--- src/rtl/nibalu_pkg.sv ---
// Shared opcodes and sequencer state encoding for the nibble-serial ALU sequencer.
package nibalu_pkg;

    localparam logic [1:0] OP_MOV = 2'b00;
    localparam logic [1:0] OP_NEG = 2'b01;
    localparam logic [1:0] OP_ADD = 2'b10;
    localparam logic [1:0] OP_SUB = 2'b11;

    typedef enum logic [1:0] {
        S_IDLE = 2'b00,
        S_RUN  = 2'b01,
        S_DONE = 2'b10
    } state_t;

    // Carry injected into nibble 0: NEG and SUB need the +1 of two's complement.
    function automatic logic first_carry(input logic [1:0] op);
        return op[0];
    endfunction

endpackage

--- src/rtl/nibalu_flags.sv ---
// Combinational zero/negative/overflow flags from an assembled result word,
// the opcode and the operand sign information captured at accept time.
module nibalu_flags
    import nibalu_pkg::*;
#(
    parameter int W = 16
) (
    input  logic [W-1:0] y,
    input  logic [1:0]   op,
    input  logic         a_msb,
    input  logic         b_msb,
    input  logic         b_min,
    output logic         z,
    output logic         n,
    output logic         v
);

    logic y_msb;

    assign y_msb = y[W-1];
    assign z     = (y == '0);
    assign n     = y_msb;

    always_comb begin
        v = 1'b0;
        case (op)
            OP_ADD:  v = (a_msb == b_msb) && (y_msb != a_msb);
            OP_SUB:  v = (a_msb != b_msb) && (y_msb != a_msb);
            OP_NEG:  v = b_min;
            default: v = 1'b0;
        endcase
    end

endmodule

--- src/rtl/nibble_alu_seq.sv ---
// Nibble-serial sequencer driving an external 4-bit add/sub/move/negate slice.
// Optional flag logic (out_z/out_n/out_v) is built only when NIBALU_FLAGS_EN is defined.
module nibble_alu_seq
    import nibalu_pkg::*;
#(
    parameter  int NIB = 4,
    localparam int W   = 4 * NIB
) (
    input  logic         clk,
    input  logic         rst_n,
    input  logic         in_valid,
    output logic         in_ready,
    input  logic [1:0]   in_op,
    input  logic [W-1:0] in_a,
    input  logic [W-1:0] in_b,
    output logic         out_valid,
    input  logic         out_ready,
    output logic [W-1:0] out_y,
    output logic         out_c,
    output logic         out_z,
    output logic         out_n,
    output logic         out_v,
    output logic         alu_sub,
    output logic         alu_ena,
    output logic [3:0]   alu_a,
    output logic [3:0]   alu_b,
    output logic         alu_ci,
    input  logic [3:0]   alu_y,
    input  logic         alu_co
);

    localparam int CW = $clog2(NIB + 1);

    state_t         state_q, state_d;
    logic [W-1:0]   a_q, a_d;
    logic [W-1:0]   b_q, b_d;
    logic [W-1:0]   r_q, r_d;
    logic [1:0]     op_q, op_d;
    logic [CW-1:0]  cnt_q, cnt_d;
    logic           carry_q, carry_d;
    logic           out_valid_q, out_valid_d;
    logic [W-1:0]   out_y_q, out_y_d;
    logic           out_c_q, out_c_d;

    logic           run;
    logic           last_nib;
    logic           accept;
    logic           load_out;

    assign run      = (state_q == S_RUN);
    assign last_nib = (cnt_q == CW'(NIB - 1));
    assign in_ready = (state_q == S_IDLE);
    assign accept   = in_ready && in_valid;
    // First DONE cycle registers the finished word and flags; out_valid follows.
    assign load_out = (state_q == S_DONE) && !out_valid_q;

    assign alu_a   = run ? a_q[3:0] : 4'h0;
    assign alu_b   = run ? b_q[3:0] : 4'h0;
    assign alu_sub = run && op_q[0];
    assign alu_ena = run && op_q[1];
    assign alu_ci  = run && ((cnt_q == '0) ? first_carry(op_q) : carry_q);

    assign out_valid = out_valid_q;
    assign out_y     = out_y_q;
    assign out_c     = out_c_q;

    always_comb begin
        state_d     = state_q;
        a_d         = a_q;
        b_d         = b_q;
        r_d         = r_q;
        op_d        = op_q;
        cnt_d       = cnt_q;
        carry_d     = carry_q;
        out_valid_d = out_valid_q;
        out_y_d     = out_y_q;
        out_c_d     = out_c_q;

        case (state_q)
            S_IDLE: begin
                if (in_valid) begin
                    a_d     = in_a;
                    b_d     = in_b;
                    op_d    = in_op;
                    r_d     = '0;
                    cnt_d   = '0;
                    carry_d = 1'b0;
                    state_d = S_RUN;
                end
            end
            S_RUN: begin
                r_d     = {alu_y, r_q[W-1:4]};
                carry_d = alu_co;
                a_d     = {4'h0, a_q[W-1:4]};
                b_d     = {4'h0, b_q[W-1:4]};
                cnt_d   = cnt_q + CW'(1);
                if (last_nib) begin
                    state_d = S_DONE;
                end
            end
            S_DONE: begin
                if (load_out) begin
                    out_valid_d = 1'b1;
                    out_y_d     = r_q;
                    out_c_d     = carry_q;
                end else if (out_ready) begin
                    out_valid_d = 1'b0;
                    state_d     = S_IDLE;
                end
            end
            default: begin
                state_d = S_IDLE;
            end
        endcase
    end

    always_ff @(posedge clk) begin
        if (!rst_n) begin
            state_q     <= S_IDLE;
            a_q         <= '0;
            b_q         <= '0;
            r_q         <= '0;
            op_q        <= OP_MOV;
            cnt_q       <= '0;
            carry_q     <= 1'b0;
            out_valid_q <= 1'b0;
            out_y_q     <= '0;
            out_c_q     <= 1'b0;
        end else begin
            state_q     <= state_d;
            a_q         <= a_d;
            b_q         <= b_d;
            r_q         <= r_d;
            op_q        <= op_d;
            cnt_q       <= cnt_d;
            carry_q     <= carry_d;
            out_valid_q <= out_valid_d;
            out_y_q     <= out_y_d;
            out_c_q     <= out_c_d;
        end
    end

`ifdef NIBALU_FLAGS_EN
    logic       a_msb_q, a_msb_d;
    logic       b_msb_q, b_msb_d;
    logic       b_min_q, b_min_d;
    logic [2:0] flags_q, flags_d;
    logic       flag_z, flag_n, flag_v;

    // Original sign bits are lost as the operands shift, so keep them from accept.
    always_comb begin
        a_msb_d = a_msb_q;
        b_msb_d = b_msb_q;
        b_min_d = b_min_q;
        flags_d = flags_q;
        if (accept) begin
            a_msb_d = in_a[W-1];
            b_msb_d = in_b[W-1];
            b_min_d = (in_b == (W'(1) << (W - 1)));
        end
        if (load_out) begin
            flags_d = {flag_z, flag_n, flag_v};
        end
    end

    always_ff @(posedge clk) begin
        if (!rst_n) begin
            a_msb_q <= 1'b0;
            b_msb_q <= 1'b0;
            b_min_q <= 1'b0;
            flags_q <= 3'b000;
        end else begin
            a_msb_q <= a_msb_d;
            b_msb_q <= b_msb_d;
            b_min_q <= b_min_d;
            flags_q <= flags_d;
        end
    end

    nibalu_flags #(
        .W (W)
    ) u_flags (
        .y     (r_q),
        .op    (op_q),
        .a_msb (a_msb_q),
        .b_msb (b_msb_q),
        .b_min (b_min_q),
        .z     (flag_z),
        .n     (flag_n),
        .v     (flag_v)
    );

    assign out_z = flags_q[2];
    assign out_n = flags_q[1];
    assign out_v = flags_q[0];
`else
    assign out_z = 1'b0;
    assign out_n = 1'b0;
    assign out_v = 1'b0;
`endif

endmodule

--- config.mk ---
export PLATFORM = sky130hd
export DESIGN_NAME = nibble_alu_seq
export DESIGN_NICKNAME = d
export VERILOG_FILES = /design/src/rtl/nibalu_pkg.sv /design/src/rtl/nibalu_flags.sv /design/src/rtl/nibble_alu_seq.sv
export SDC_FILE = /design/constraint.sdc
export NUM_CORES = 1
export LEC_CHECK = 0
export BUFFER_PORTS_ARGS = -buffer_cell sky130_fd_sc_hd__buf_2
export CORE_MARGIN = 10
export CORE_UTILIZATION = 50
export DETAILED_ROUTE_END_ITERATION = 12
export PLACE_DENSITY = 0.78
export SYNTH_ARGS = -nofsm -noshare
export SYNTH_HDL_FRONTEND = slang
export SYNTH_HIERARCHICAL = 1
export SYNTH_SLANG_ARGS = --single-unit
--- constraint.sdc ---
create_clock -name clk -period 2.8 [get_ports clk]
set_clock_uncertainty 0.05 [all_clocks]
set_input_delay 0.14 -clock clk [delete_from_list [all_inputs] [get_ports clk]]
set_output_delay 0.14 -clock clk [all_outputs]
set_load 0.02 [all_outputs]
* Word level (Yosys, flattened, before mapping)
Cells that the tools add are included.
W data, S select, Z words.
** Cells by class
- Muxes and demuxes :: 20
- Equal/unequal tests :: 7
- Reductions and logical operators :: 14
- Add/subtract/negate cells :: 1
** Operators with widths (count)
- $pmux W16 S2 :: 3
- $mux W16 :: 3
- $mux W2 :: 4
- $mux W4 :: 2
- $reduce_and A2 Y1 :: 4
- $ne A2 B2 Y1 const B :: 3
- $pmux W2 S3 :: 1
- $pmux W3 S2 :: 1
- $logic_and A1 B1 Y1 :: 4
- $mux W1 :: 4
- $reduce_and A4 Y1 :: 1
- $reduce_bool A2 Y1 :: 2
- $add A3 B1 Y3 const B :: 1
- $eq A3 B2 Y1 const B :: 1
- $logic_not A3 Y1 :: 1
- $mux W3 :: 1
- $eq A2 B1 Y1 const B :: 1
- $eq A2 B2 Y1 const B :: 1
- $logic_not A2 Y1 :: 1
- $ne A2 B1 Y1 const B :: 1
- $pmux W1 S2 :: 1
- $logic_not A1 Y1 :: 1
** Storage, ports and cells
- Bits in registers :: 74
- Logic and storage cells :: 52
- Input port bits :: 43

* Longest topological paths before layout
- Depth after elaboration :: 4
- Depth in mapped cells :: 5

* Worst setup path before layout
Ideal clock, no wire load.
- Path type :: reg-to-output
- Start point :: reg state_q[0]
- End point :: out alu_ci
- Buffers on the path :: 2
- Setup slack :: 1.401 ns
- Cell stages (with the launch flop) :: 5
- Arrival time :: 1.209 ns
- Cells stage by stage :: dfxtp_1 -> buf_4 -> nand2b_1 -> clkbuf_1 -> nor2_1
** On the way
- Word-level cells in the longest chain between the ends :: 2
** RTL lines
- start, declared :: RTL line nibble_alu_seq.sv:34 : state_t state_q, state_d;
- start signal, assigned :: RTL line nibble_alu_seq.sv:130 : state_q <= state_d;
- $eq A2 B1 Y1 :: RTL line nibble_alu_seq.sv:50 : assign run = (state_q == S_RUN);
- $logic_and A1 B1 Y1 :: RTL line nibble_alu_seq.sv:61 : assign alu_ci = run && ((cnt_q == '0) ? first_carry(op_q) : carry_q);
- end, declared :: RTL line nibble_alu_seq.sv:27 : output logic alu_ci,
No other way between the ends.

* Worst setup path after layout
- Start point :: reg state_q[0]
- End point :: out alu_ena
** On the way
- Word-level cells in the longest chain between the ends :: 2
** RTL lines
- $eq A2 B1 Y1 :: RTL line nibble_alu_seq.sv:50
- $logic_and A1 B1 Y1 :: RTL line nibble_alu_seq.sv:60 : assign alu_ena = run && op_q[1];
- end, declared :: RTL line nibble_alu_seq.sv:24 : output logic alu_ena,
No other way between the ends.

==> reports/metrics.csv <==
metric;value;unit
status;finished clean;
Antenna Nets Post-Route;0;
Avg Cell Area, Syn;10.0;µm²
IO Pins;76;
CP arrival;2.10;ns
die area;9780;µm²
H-tree Lvls;3;
max_cap viols;0;
dominant register cell in the synthesized netlist;dfxtp_1;
Std-Cell Rows;28;
Pleak;1.54;nW
post-synthesis register bit count;74;
Max FO, Critical Path;29;
WL/cell;15.2;µm
Placeable Area;5990;µm²
CTS max path bufs;2;
final worst hold slack;0.0134;ns
top cells by area, synth;dfxtp_1 (48%), mux2i_1 (8.0%), o2bb2ai_1 (6.8%), o21ai_2 (5.1%), nand3_1 (4.7%);
Avg Vias per Cell;5.31;
P&R area growth vs syn;24.0;%
n_diodes;0;
number of enable flip-flop cells after synthesis;0;
CTS Buf Count;9;
DR iter-0 viols;116;
Hold/Removal Path Class;in2reg;
Yosys top cell area share;0.476;
share of flip-flops with an asynchronous set or reset;0;
Vert. Die Dim;98.9;µm
top cells by count, synth;dfxtp_1 (74), nand3_1 (29), mux2i_1 (25);
crit share post-route;0.817;
residual DRC count;0;
Yosys warning count;6;
post-synthesis sequential area ratio;0.476;
die width;98.9;µm
placer congestion estimate;0.711;
CTS tree;yes;
Reg2Reg Setup Slack;0.93;ns
pin count of the biggest net entering global routing;43;
vias in the first global route;2560;
clock latency on the worst-skew pair;0.34;ns
first-pass GRT wire length;12300;µm
Worst Tran Pin Value;1.01;ns
drt first pass iters;4;
Mapped Area;3110;µm²
Worst VDD drop;0.436;mV
Post-Syn Instances;310;
fin nets;440;
Reg clk slew, reported paths;0.08;ns
Critical Path RT;2.61;ns
Crit Path Category;reg2out;
most frequent cell after synthesis;dfxtp_1;
antenna violations before repair;0;
Hold Vio Cnt, Final;0;
port buffer count;72;
gr usage total;0.149;
Final min period;2.29;ns
startpoint types;flip-flop;
final setup violating endpoints;0;
total wire length;7220;µm
Critical-path top delay cell;dfxtp_2;
worst path cell trace;nor2b_2 > buf_4 > and2_1 > buf_2;
Crit. End Element;primary output;
cell area power density;565;nW/µm²
Initial Util;0.519;
Final Max Slew Viols;0;
total number of vias;2517;
CTS root buffer;clkbuf_8;
Unique masters post-synth;34;
Final TNS setup;0;ns
GR Overflow Total;0;
RSZ-0062 raised after global routing;false;
Slew HR;0.324;
leading area contributor after synthesis;dfxtp_1;
CTS sink cnt;74;
share of post-route cells with drive strength above 1;0.328;
maximum clock rate;437;MHz
dpl hpwl;4820;µm
CP peak stage delay;0.55;ns
worst max-delay path: cells and delay by family, from the launching register on:
kind,cells,cell delay (ns)
simple gates,2,0.68
buf+inv,2,0.52
flops,1,0.55
layout by cell type (no fill, tap or decap), types with 2 or more instances in the layout:
cell	netlist	final
inv_1	5	5
o2bb2ai_1	24	24
buf_4	6	8
clkinv_2	0	4
o21ai_2	18	18
o31ai_1	5	5
and2_1	10	10
mux2i_1	25	25
o21ai_1	18	18
nor2_1	3	3
nand3_1	29	29
nand2_1	20	20
o21ai_0	5	5
dlygate4sd3_1	0	22
a21oi_1	2	2
or3_1	12	12
dfxtp_1	74	73
conb_1	1	3
ha_1	3	3
buf_2	17	72
clkbuf_8	0	9
nand3_2	13	13
registers in the layout, summed over array words and instances, names as in the netlist:
| name | cells |
|---|---|
| carry_q | 1 |
| r_q | 16 |
| out_c | 1 |
| op_q | 2 |
| out_valid | 1 |
| cnt_q | 3 |
| out_y | 16 |
| b_q | 16 |
| state_q | 2 |
| a_q | 16 |
path summary, 6_finish.rpt:
| check | from | to | cells after the start |
|---|---|---|---|
| setup / recovery | state_q[0] | alu_ena | 4 |
| hold / removal | in_a[4] | a_q[4] | 3 |
| setup reg to reg | state_q[1] | out_c | 3 |
| hold reg to reg | op_q[1] | op_q[1] | 2 |
per-stage QoR:
step | cell area [µm²] | setup slack [ns] | cells | power [W] | utilization
floorplan | 3120 | 1.40 | 312 | 0.00132 | -
global placement | 3450 | 0.898 | 436 | 0.00138 | 0.576
detailed placement | 3450 | 0.845 | 436 | 0.00139 | 0.576
CTS | 3860 | 0.464 | 474 | 0.00220 | 0.644
global route | 3860 | 0.311 | 474 | 0.00228 | 0.644
finish | 3860 | 0.512 | 474 | 0.00218 | 0.644
metal layers:
metal	global-route usage	up-vias	routed length, µm
li1	-	1272	-
met1	0.182	1173	3250
met2	0.229	66	3410
met3	0.0705	6	517
met4	0.0430	0	43
met5	0	-	0
timing repair:
item,4_1_cts,5_1_grt
hold buffers,22,0
gates resized for setup,0,0
buffers inserted,0,0
endpoints found under the hold margin,22,0
cell families after synthesis:
kind of cell | after synthesis | synth area share
flip-flops | 74 | 0.476
AO/OA/AOI/OAI | 77 | 0.184
buffers and inverters | 36 | 0.0647
multiplexers | 25 | 0.0804
adder cells (fa/ha/maj) | 3 | 0.0121
AND/OR/NAND/NOR | 94 | 0.181
other | 1 | 0.00121
area by class of cell:
class | instances | area (µm²)
multi-input combinational | 202 | 1440
tap | 75 | 93.8
timing repair buffer | 102 | 641
sequential | 74 | 1480
clock inverter | 6 | 57.6
clock buffer | 10 | 128
inverter | 5 | 18.8
fill | 495 | 2130
power breakdown:
group          internal [W]  total (W)  switching [W]
combinational      0.000114   0.000256       0.000142
clock              0.000405   0.000791       0.000386
sequential          0.00110    0.00113      0.0000309
Note: power is estimated with default switching activity, not from simulation.
